===== config.mk =====
export PLATFORM = sky130hd
export DESIGN_NAME = seq_restoring_divider
export DESIGN_NICKNAME = d
export VERILOG_FILES = /design/src/rtl/seq_restoring_divider_pkg.sv /design/src/rtl/ripple_borrow_subtractor.sv /design/src/rtl/seq_restoring_divider.sv
export SDC_FILE = /design/constraint.sdc
export NUM_CORES = 1
export LEC_CHECK = 0
export CAP_MARGIN = 20
export CORE_MARGIN = 2
export CORE_UTILIZATION = 50
export CTS_BUF_LIST = sky130_fd_sc_hd__clkbuf_2
export CTS_CLUSTER_SIZE = 28
export DETAILED_ROUTE_END_ITERATION = 8
export GPL_TIMING_DRIVEN = 1
export PLACE_DENSITY = 0.77
export SLEW_MARGIN = 10
export SYNTH_ARGS = -nofsm -noshare
export SYNTH_HDL_FRONTEND = slang
export SYNTH_SLANG_ARGS = --single-unit

===== constraint.sdc =====
create_clock -name clk -period 2.4 [get_ports clk]
set_input_delay 0.36 -clock clk [delete_from_list [all_inputs] [get_ports clk]]
set_output_delay 0.36 -clock clk [all_outputs]
set_load 0.01 [all_outputs]

===== src/rtl/seq_restoring_divider_pkg.sv =====
// rtl/seq_restoring_divider_pkg.sv - shared constants and FSM encoding for the restoring divider
package seq_restoring_divider_pkg;

  localparam int DEF_N = 8;
  localparam int DEF_D = 4;

  typedef enum logic [1:0] {
    ST_IDLE = 2'd0,
    ST_RUN  = 2'd1,
    ST_DONE = 2'd2
  } state_e;

endpackage


===== src/rtl/ripple_borrow_subtractor.sv =====
// rtl/ripple_borrow_subtractor.sv - W-bit ripple-borrow subtractor built from full-subtractor cells
module ripple_borrow_subtractor #(
  parameter int W = 5
) (
  input  logic [W-1:0] a,
  input  logic [W-1:0] b,
  input  logic         bin,
  output logic [W-1:0] diff,
  output logic         bout
);

  // One full-subtractor cell per bit; the borrow ripples from bit 0 upward.
  always_comb begin : chain
    logic brw;
    brw  = bin;
    diff = '0;
    for (int i = 0; i < W; i++) begin
      diff[i] = a[i] ^ b[i] ^ brw;
      brw     = (~a[i] & b[i]) | (~(a[i] ^ b[i]) & brw);
    end
    bout = brw;
  end

endmodule


===== src/rtl/seq_restoring_divider.sv =====
// rtl/seq_restoring_divider.sv - iterative unsigned restoring divider, one quotient bit per clock
module seq_restoring_divider
  import seq_restoring_divider_pkg::*;
#(
  parameter int N = DEF_N,
  parameter int D = DEF_D
) (
  input  logic         clk,
  input  logic         rst,
  input  logic         start,
  input  logic [N-1:0] dividend,
  input  logic [D-1:0] divisor,
  output logic         busy,
  output logic         done,
  output logic [N-1:0] quotient,
  output logic [D-1:0] remainder,
  output logic         div_by_zero
);

  localparam int             CW   = (N > 1) ? $clog2(N) : 1;
  localparam logic [CW-1:0]  LAST = CW'(N - 1);

  state_e        state_q, state_d;
  logic [N-1:0]  dvd_q, dvd_d;
  logic [D-1:0]  dvs_q, dvs_d;
  logic [D:0]    r_q, r_d;
  logic [N-1:0]  q_q, q_d;
  logic [CW-1:0] cnt_q, cnt_d;
  logic [N-1:0]  quo_q, quo_d;
  logic [D-1:0]  rem_q, rem_d;
  logic          dbz_q, dbz_d;

  logic [D:0]    r_shift;
  logic [D:0]    trial;
  logic          borrow;
  logic          unused_r_top;

  // Dividend is shifted left each step so its MSB is always the next bit to bring down.
  assign r_shift      = {r_q[D-1:0], dvd_q[N-1]};
  // After any step R < divisor, so the top bit of R never feeds the next step.
  assign unused_r_top = r_q[D];

  ripple_borrow_subtractor #(
    .W(D + 1)
  ) u_sub (
    .a    (r_shift),
    .b    ({1'b0, dvs_q}),
    .bin  (1'b0),
    .diff (trial),
    .bout (borrow)
  );

  always_comb begin
    state_d = state_q;
    dvd_d   = dvd_q;
    dvs_d   = dvs_q;
    r_d     = r_q;
    q_d     = q_q;
    cnt_d   = cnt_q;
    quo_d   = quo_q;
    rem_d   = rem_q;
    dbz_d   = dbz_q;

    case (state_q)
      ST_IDLE, ST_DONE: begin
        state_d = ST_IDLE;
        if (start) begin
          if (divisor == '0) begin
            state_d = ST_DONE;
            quo_d   = '1;
            rem_d   = '0;
            dbz_d   = 1'b1;
          end else begin
            state_d = ST_RUN;
            dvd_d   = dividend;
            dvs_d   = divisor;
            r_d     = '0;
            q_d     = '0;
            cnt_d   = '0;
            quo_d   = '0;
            rem_d   = '0;
            dbz_d   = 1'b0;
          end
        end
      end

      ST_RUN: begin
        dvd_d = {dvd_q[N-2:0], 1'b0};
        r_d   = borrow ? r_shift : trial;
        q_d   = {q_q[N-2:0], ~borrow};
        cnt_d = cnt_q + CW'(1);
        if (cnt_q == LAST) begin
          cnt_d   = '0;
          state_d = ST_DONE;
          quo_d   = q_d;
          rem_d   = r_d[D-1:0];
        end
      end

      default: state_d = ST_IDLE;
    endcase
  end

  always_ff @(posedge clk) begin
    if (rst) begin
      state_q <= ST_IDLE;
      dvd_q   <= '0;
      dvs_q   <= '0;
      r_q     <= '0;
      q_q     <= '0;
      cnt_q   <= '0;
      quo_q   <= '0;
      rem_q   <= '0;
      dbz_q   <= 1'b0;
    end else begin
      state_q <= state_d;
      dvd_q   <= dvd_d;
      dvs_q   <= dvs_d;
      r_q     <= r_d;
      q_q     <= q_d;
      cnt_q   <= cnt_d;
      quo_q   <= quo_d;
      rem_q   <= rem_d;
      dbz_q   <= dbz_d;
    end
  end

  assign busy        = (state_q == ST_RUN);
  assign done        = (state_q == ST_DONE);
  assign quotient    = quo_q;
  assign remainder   = rem_q;
  assign div_by_zero = dbz_q;

endmodule


==> impl_results.md <==
- RePlAce Congestion: 0.846
- Design Area, Final: 0.00232 mm^2
- Vias per Instance: 5.82
- Post-DRT Antenna Nets: 0
- Reg2reg start: dvd_q[7]$_SDFFE_PP0P_
- Gr ovfl total: 0
- Die height: 65.3 um
- Synth Cell Area: 0.00188 mm^2
- Synth cell types: 30
- Synth top area share: 0.437
- Final period utilization: 0.951
- Hold_sp: remainder[1]$_SDFFE_PP0P_
- Share of layout cells above drive strength 1: 0.131
- Setup violators final: 0
- FF+latch count, synth: 41
- Initial Util: 0.517
- # nets final: 256
- DPL Wire Length: 2.71 mm
- Fmax: 438 MHz
- CTS sink count: 41
- Min Tclk post-route: 2.28 ns
- FF-to-FF End: remainder[3]$_SDFFE_PP0P_
- WHS Path Cells: 2
- Final hold slack: 0.479 ns
- Die W: 65.3 um
- Yosys warns: 0
- Synth top area cells: dfxtp_1 (44%), o211ai_1 (8.8%), a21oi_1 (6.1%)
- Setup CP Type: flop to flop
- DR vias: 1654
- CTS tree: yes
- Leading cell type in the layout, fill and taps excluded: dfxtp_1
- NetSw: 0.412 mW
- Clock Power Share: 0.327
- Dpl cells: 276
- Core box area: 0.00363 mm^2
- Switch share: 0.266
- PnR Total Power: 1.55 mW
- Gate power share: 0.190
- IO buf count: 29
- Clock latency at the later pin of the worst-skew pair: 0.42 ns
- Top cell type by total area after synthesis: dfxtp_1
- Register area share after synthesis: 0.437
- Largest net degree at the start of global routing: 42
- Post-Syn Nets: 231
- Run status: complete, no violations
- Crit path capture type: flop
- Mapped Cells: 210
- Final-report max-slew violation count: 0
- Drt drc: 0
- Drt total wl: 4.12 mm
- Reg2reg setup slack: 0.12 ns
- Post-synth EDFFs: 0
- Internal cell power: 1.14 mW
- FF-to-FF path depth: 8
- Non-filler cells, final: 284
- Diode count: 0
- Clk slew on worst S/H paths: 0.19 ns
- Vias in the first global route: 1600
- GRT Overall Usage: 0.217
- Post-CTS Hold Buffers: 0
- Max transition margin: 0.672
- PwrDens: 669 mW/mm^2
- Fin Clk Skew: 0.0250 ns
- Ys async rst share: 0
- Arr. time, crit path: 2.58 ns
- Leading cell types in the layout, fill and taps excluded: dfxtp_1 (40), clkdlybuf4s50_1 (29), a21oi_1 (23)
- Fin. Hold Viols: 0
- Crit path max fanout: 2
- Detailed Routing Iterations Pass 1: 4
- Cts bufs inserted: 5
- HP Class: flop to flop
- # IOs: 30
- Max-cap viol count: 0
- # fillers: 325
- First-pass GRT wire length: 7.18 mm
- Post-placement cell area: 0.00221 mm^2
- Flop pwr share: 0.483
- Synth-to-Final Area Change: 23.5%
- Leakage: 0.809 nW
- 1st-iter DRT viols: 143
- Crit start category: flop
- Root cell of the clock tree: clkbuf_2
- Max clock buf depth: 2
- Hold Path End: remainder[1]$_SDFFE_PP0P_
- Worst vdd ir: 361 uV
- WP data required: 2.70 ns
- Row count: 22
- Least-Margin Pin Slew: 0.492 ns
- Ys flop type: dfxtp_1
- Total die area: 0.00426 mm^2
- Unrepaired setup endpoints after global routing: no
- Initial antenna violation count: 0
- Average routed wire per standard cell: 14.5 um
- H-tree lvl count: 2
- Avg Inst Size Synth: 8.94 um^2
-- final cells by class --
type / instances / area (um^2) / share of cell area
Multi-Input combinational cell: 140 / 942 / 0.406
Sequential cell: 41 / 822 / 0.355
Timing Repair Buffer: 38 / 370 / 0.160
Clock inverter: 3 / 65.1 / 0.0281
Tap cell: 48 / 60.1 / 0.0259
Inverter: 9 / 33.8 / 0.0146
Clock buffer: 5 / 25.0 / 0.0108
-- critical path: stages, from the launching register on --
cell and delay (ns):
dfxtp_2 0.36, inv_1 0.04, ha_1 0.19, fa_1 0.38, fa_2 0.35, fa_2 0.54, inv_1 0.05, o211ai_1 0.17
a21oi_1 0.09
-- cells by family (layout without fill, tap and decap cells) --
logic type | count (synthesis) | count (layout) | synth area share
AOI/OAI and AO/OA | 77 | 77 | 0.280
and+or+nand+nor | 57 | 57 | 0.163
DFF | 41 | 41 | 0.437
buffers and inverters | 29 | 55 | 0.0673
adders and majority gates | 6 | 6 | 0.0520
-- layer usage --
metal  track usage  routed length (um)  up-vias
li1              -                   -      821
met1         0.288                1960      772
met2         0.334                1810       50
met3        0.0462                 264       11
met4         0.107                  82        0
met5             0                   0        -
-- what timing repair did --
item	CTS	global route
setup endpoints to repair	10	10
gates resized for setup	2	3
setup buffers	0	0
pin swaps	0	1
-- power groups by stage --
stage / clock (mW) / sequential (mW) / combinational [mW]
after global placement: 0 / 0.762 / 0.283
after global routing: 0.549 / 0.757 / 0.325
after detailed placement: 0 / 0.762 / 0.287
after CTS: 0.514 / 0.749 / 0.291
final: 0.507 / 0.750 / 0.295
after floorplan: 0 / 0.762 / 0.182
-- how the worst max path moves through the flow --
stage | from | end | slack [ns]
2_1_floorplan | dvd_q[7]$_SDFFE_PP0P_ | quotient[0]$_SDFFE_PP0P_ | 0.02
3_3_place_gp | dvd_q[7]$_SDFFE_PP0P_ | quotient[0]$_SDFFE_PP0P_ | 0.02
3_5_place_dp | dvd_q[7]$_SDFFE_PP0P_ | quotient[0]$_SDFFE_PP0P_ | -0.07
4_1_cts | dvd_q[7]$_SDFFE_PP0P_ | quotient[0]$_SDFFE_PP0P_ | 0.02
5_1_grt | dvd_q[7]$_SDFFE_PP0P_ | remainder[2]$_SDFFE_PP0P_ | 0.02
6_report | dvd_q[7]$_SDFFE_PP0P_ | remainder[3]$_SDFFE_PP0P_ | 0.12
-- sequential cells by signal (all words and copies together) (netlist names) --
| signal | flops |
|---|---|
| cnt_q | 3 |
| div_by_zero | 1 |
| dvd_q | 8 |
| dvs_q | 4 |
| q_q | 7 |
| quotient | 8 |
| r_q | 4 |
| remainder | 4 |
| state_q | 2 |
-- stage by stage --
stage | worst slack, ns | util | setup TNS [ns]
2_1_floorplan | 0.0161 | - | 0
5_1_grt | 0.0219 | 0.638 | 0
6_report | 0.118 | 0.638 | 0
4_1_cts | 0.0158 | 0.636 | 0
3_5_place_dp | -0.0679 | 0.610 | -0.243
3_3_place_gp | 0.0160 | 0.610 | 0
-- cells in the mapped netlist (4+ instances only) --
| cell | count |
|---|---|
| dfxtp_1 | 41 |
| a21oi_1 | 23 |
| o211ai_1 | 22 |
| nand2_1 | 13 |
| clkbuf_1 | 12 |
| nand3_1 | 12 |
| inv_1 | 9 |
| nor2_1 | 9 |
| o21ai_0 | 9 |
| nor3_1 | 8 |
| a211oi_1 | 7 |
| a311oi_1 | 7 |
| buf_2 | 5 |
| a211oi_2 | 4 |
| or3b_2 | 4 |
No activity file was read; power rests on OpenSTA's default activity.
